`src/rtl/demux_1x2_buffered.sv`:
```
// 1:2 valid/ready demultiplexer: one producer stream is steered by sel into one of two
// independent output FIFOs, each with its own delivered-word counter.

module demux_1x2_buffered_fifo #(
    parameter int WIDTH = 32,
    parameter int DEPTH = 2,
    parameter int CNT_W = 16
) (
    input  logic             clk,
    input  logic             rst_n,
    input  logic             push_i,
    input  logic [WIDTH-1:0] data_i,
    input  logic             pop_i,
    output logic [WIDTH-1:0] data_o,
    output logic             valid_o,
    output logic             full_o,
    output logic [CNT_W-1:0] cnt_o
);
    localparam int PTR_W = $clog2(DEPTH);
    localparam int OCC_W = $clog2(DEPTH + 1);

    logic [WIDTH-1:0] mem_q [DEPTH];
    logic [PTR_W-1:0] wr_ptr_q, wr_ptr_d;
    logic [PTR_W-1:0] rd_ptr_q, rd_ptr_d;
    logic [OCC_W-1:0] occ_q, occ_d;
    logic [CNT_W-1:0] cnt_q, cnt_d;
    logic             push, pop;

    // Full is judged on current occupancy only, so a same-cycle pop never frees a full slot.
    assign full_o  = (occ_q == OCC_W'(DEPTH));
    assign valid_o = (occ_q != '0);
    assign data_o  = valid_o ? mem_q[rd_ptr_q] : '0;
    assign cnt_o   = cnt_q;
    assign push    = push_i && !full_o;
    assign pop     = pop_i && valid_o;

    always_comb begin
        wr_ptr_d = wr_ptr_q;
        rd_ptr_d = rd_ptr_q;
        occ_d    = occ_q;
        cnt_d    = cnt_q;
        if (push) wr_ptr_d = wr_ptr_q + PTR_W'(1);
        if (pop) begin
            rd_ptr_d = rd_ptr_q + PTR_W'(1);
            cnt_d    = cnt_q + CNT_W'(1);
        end
        if (push && !pop)      occ_d = occ_q + OCC_W'(1);
        else if (pop && !push) occ_d = occ_q - OCC_W'(1);
    end

    always_ff @(posedge clk) begin
        if (!rst_n) begin
            wr_ptr_q <= '0;
            rd_ptr_q <= '0;
            occ_q    <= '0;
            cnt_q    <= '0;
        end else begin
            wr_ptr_q <= wr_ptr_d;
            rd_ptr_q <= rd_ptr_d;
            occ_q    <= occ_d;
            cnt_q    <= cnt_d;
        end
    end

    always_ff @(posedge clk) begin
        if (rst_n && push) mem_q[wr_ptr_q] <= data_i;
    end
endmodule

module demux_1x2_buffered #(
    parameter int WIDTH = 32,
    parameter int DEPTH = 2,
    parameter int CNT_W = 16
) (
    input  logic             clk,
    input  logic             rst_n,
    input  logic [WIDTH-1:0] e,
    input  logic             sel,
    input  logic             in_valid,
    output logic             in_ready,
    output logic [WIDTH-1:0] sal1,
    output logic             sal1_valid,
    input  logic             sal1_ready,
    output logic [WIDTH-1:0] sal2,
    output logic             sal2_valid,
    input  logic             sal2_ready,
    output logic [CNT_W-1:0] cnt1,
    output logic [CNT_W-1:0] cnt2
);
    logic full1, full2;
    logic push1, push2;

    // Readiness depends only on the selected FIFO, never on in_valid or consumer ready.
    assign in_ready = sel ? !full2 : !full1;
    assign push1    = in_valid && in_ready && !sel;
    assign push2    = in_valid && in_ready && sel;

    demux_1x2_buffered_fifo #(.WIDTH(WIDTH), .DEPTH(DEPTH), .CNT_W(CNT_W)) u_fifo1 (
        .clk     (clk),
        .rst_n   (rst_n),
        .push_i  (push1),
        .data_i  (e),
        .pop_i   (sal1_ready),
        .data_o  (sal1),
        .valid_o (sal1_valid),
        .full_o  (full1),
        .cnt_o   (cnt1)
    );

    demux_1x2_buffered_fifo #(.WIDTH(WIDTH), .DEPTH(DEPTH), .CNT_W(CNT_W)) u_fifo2 (
        .clk     (clk),
        .rst_n   (rst_n),
        .push_i  (push2),
        .data_i  (e),
        .pop_i   (sal2_ready),
        .data_o  (sal2),
        .valid_o (sal2_valid),
        .full_o  (full2),
        .cnt_o   (cnt2)
    );
endmodule
```
`config.mk`:
```
export PLATFORM = sky130hd
export DESIGN_NAME = demux_1x2_buffered
export DESIGN_NICKNAME = d
export VERILOG_FILES = /design/src/rtl/demux_1x2_buffered.sv
export SDC_FILE = /design/constraint.sdc
export NUM_CORES = 1
export LEC_CHECK = 0
export ABC_AREA = 1
export CORE_MARGIN = 2
export CORE_UTILIZATION = 40
export CTS_CLUSTER_SIZE = 14
export DETAILED_ROUTE_END_ITERATION = 10
export GPL_ROUTABILITY_DRIVEN = 1
export PLACE_DENSITY = 0.64
export SLEW_MARGIN = 30
export SYNTH_ARGS = -nofsm -noshare
export SYNTH_HDL_FRONTEND = slang
export SYNTH_SLANG_ARGS = --single-unit
```
`constraint.sdc`:
```
create_clock -name clk -period 3.6 [get_ports clk]
set_input_delay 0.72 -clock clk [delete_from_list [all_inputs] [get_ports clk]]
set_output_delay 0.72 -clock clk [all_outputs]
set_load 0.01 [all_outputs]
```
==> impl_metrics.ini <==
[synth]
syn_nets = 680
synthXorXnorAreaFrac_pct = 0.388
syn_area_um2 = 6770
ys_types = 25
synthAdderAreaFrac_pct = 0.740
synthSimpleGateAreaFrac_pct = 17.5
yosys_warnings = 0
synth_top_family_by_area = simple AND/OR/NAND/NOR gates
synth-edff-count = 128
synth.top_cell.area_share_pct = 56.8
synth_common_cells = nand2_1 (189), edfxtp_1 (128), a21oi_1 (89)
synth_most_common_cell = nand2_1
synth-main-ff-cell = edfxtp_1
synth_compound_area_share_pct = 8.32
yosysTopAreaCell = edfxtp_1
synth.area.mux_share_pct = 0
ys_ff_latch = 170
ys_seq_area_share_pct = 69.2
synthTopCellsByArea = edfxtp_1 (57%), dfxtp_1 (12%), nand2_1 (10%)
syn_area_per_cell_um2 = 10.6
synth_cells = 638
async_flop_share_pct = 0

[die]
die_h_um = 134
die_area_um2 = 18000
core_area_um2 = 16600
ios = 137
rows = 47
start_util_pct = 40.8
die_w_um = 134

[place]
post-dp-hpwl_um = 10300
pre_cts_ws_ns = 0.894
placed_area_um2 = 8480
port_buffers = 136
gp_congestion = 0.825

[clock_tree]
path_clk_slew_ns = 0.06
post_cts_buffers = 0
worstSkewPairLatency_ns = 0.43
clock-sinks = 170
clockRootBuffer = clkbuf_16
numCtsBuffers = 17
cts_resized = 0
cts_buffer_depth = 2
hold_buffers = 0
cts_tree = built
h-tree-depth = 4

[setup_path]
critPathCaptureType = primary output
critical_path_class = reg2out
path_cells = inv_1 -> buf_12 -> nand2_1 -> a21oi_1 -> clkdlybuf4s50_1
arrival_ns = 2.24
r2r_slack_ns = 1.37
critPathLaunchType = register
max_stage_delay_ns = 0.59
path_max_fanout = 19
cp_num_buf_inv = 3
slowest_stage = clkdlybuf4s50_1
cp_top_family = buffers and inverters
crit_required_ns = 2.88

[layout]
area_delta_synth_final_pct = 34.3
finalInstanceArea_um2 = 9080
num_antenna_cells = 0
nets = 823
drive_above_1_share_pct = 7.30
fillCellCount = 1438

[power]
p_int_mw = 4.21
power.total_mw = 6.12
p_sw_mw = 1.91
p_leak_nw = 3.21
sequentialPowerShare_pct = 37.5
powerDensity_nw_per_um2 = 674
power_frac_comb_pct = 32.3
p_clk_share_pct = 30.1
ir_drop_mv = 0.379
swShare_pct = 31.3

[timing]
max_slew.worst_pin.slew_ns = 0.634
slew_headroom_pct = 57.7
clock.fmax_mhz = 338
skew_ns = 0.00827
final.setup.tns_ns = 0
final-setup-viol-count = 0
finalCritPeriodShare_pct = 82.3
hold_ws_ns = 0.455
period_needed_ns = 2.96
slew_violations = 0
hold_viol = 0
layout_setup_ws_ns = 0.639
rsz0062_at_grt = false

[routing]
wirelength_um = 15900
drc_errors = 0
drt_first_pass_iters = 4
vias_per_cell = 4.87
wl_per_cell_um = 15.6
dr.first_iter.drc_count = 287
ant_nets = 0
vias = 4941

[status]
status = complete, no violations

[grt]
antenna_found_initial = 0
grt_remaining_overflow = 0
grt_pass1_vias = 4735
track_usage_pct = 18.2
grt_max_degree = 33
grt_pass1_wl_um = 25100

[flow_run]
maxCapViolations = 0

[worst_hold_path]
hold_class = reg2reg
==> worst paths after layout <==
kind,start,to,cells past startpoint
min,u_fifo1.rd_ptr_q,u_fifo1.rd_ptr_q,1
min reg2reg,u_fifo1.rd_ptr_q,u_fifo1.rd_ptr_q,1
max reg2reg,u_fifo2.occ_q[1],u_fifo2.occ_q[1],9
max,register,sal1[31],5
==> layout by cell type (no fill, tap or decap) <==
cell               n
dfxtp_1           42
nor2_4             6
nand3b_1           2
nor2_8             2
nand3_1           15
clkinvlp_4         4
o21ai_2            1
edfxtp_1         128
xor2_1             3
nand4_1            5
inv_2              1
bufinv_16          3
nor3_2             1
ha_1               4
a31oi_1            1
nor2_2             1
nor3b_1            2
inv_1             41
o21bai_1           1
inv_6              2
nor3_4             1
nand2_1          189
buf_4              9
clkbuf_16         17
clkinv_2           2
o21ai_0           19
nand3_2            1
nor3_1             2
clkbuf_1           1
clkinv_4           3
a21oi_1           89
clkdlybuf4s50_1  136
nor2_1            56
buf_12             4
==> power by group through the flow <==
stage	Clock [mW]	Combinational, mW	Sequential, mW
CTS	1.88	2.01	2.30
finish	1.85	1.98	2.30
global placement	0	1.98	2.33
global route	1.95	2.16	2.31
floorplan	0	0.906	2.33
detailed placement	0	2.00	2.34
==> cell families (layout without fill, tap and decap cells) <==
group,after synthesis,count (layout)
simple gates,283,283
flops,170,170
compound gates,111,111
xor+xnor,3,3
buf+inv,67,223
fa+ha+maj,4,4
==> cell type report <==
class / count / area (um2) / area share [%]
clock inverters: 14 / 174 / 1.91
multi-input cells: 401 / 1860 / 20.4
flip-flops and latches: 170 / 4680 / 51.6
clock buffers: 18 / 429 / 4.72
repair buffers: 149 / 1510 / 16.6
well taps: 220 / 275 / 3.03
inverters: 42 / 158 / 1.74
==> flip-flops by register name, indices dropped and copies added, names as in the netlist, named ones only <==
| register | flops |
|---|---|
| u_fifo1.occ_q | 2 |
| u_fifo1.rd_ptr_q | 1 |
| u_fifo1.cnt_o | 16 |
| u_fifo1.mem_q | 64 |
| u_fifo1.wr_ptr_q | 1 |
| u_fifo2.cnt_o | 16 |
| u_fifo2.rd_ptr_q | 1 |
| u_fifo2.occ_q | 2 |
| u_fifo2.mem_q | 64 |
| u_fifo2.wr_ptr_q | 1 |
==> routing by layer <==
layer,share of wire (%),GRT usage [%]
met1,44,23.1
met2,48,29.9
met3,6.8,5.52
met4,1.3,5.85
met5,0,0
==> through the flow <==
| step | std cells | utilization [%] |
|---|---|---|
| 3_3_place_gp | 982 | 51.1 |
| 5_1_grt | 1014 | 54.8 |
| 4_1_cts | 1014 | 54.8 |
| 3_5_place_dp | 982 | 51.1 |
| 2_1_floorplan | 638 | - |
| 6_report | 1014 | 54.8 |
==> worst reg2reg max path, stage by stage, from the launching register on <==
cell	delay, ns
dfxtp_1	0.37
nor2_4	0.45
buf_4	0.35
nor2_8	0.10
inv_2	0.12
ha_1	0.27
a21oi_1	0.13
o21ai_0	0.11
o21ai_0	0.16
a21oi_1	0.05
(Power assumes the default switching activity.)
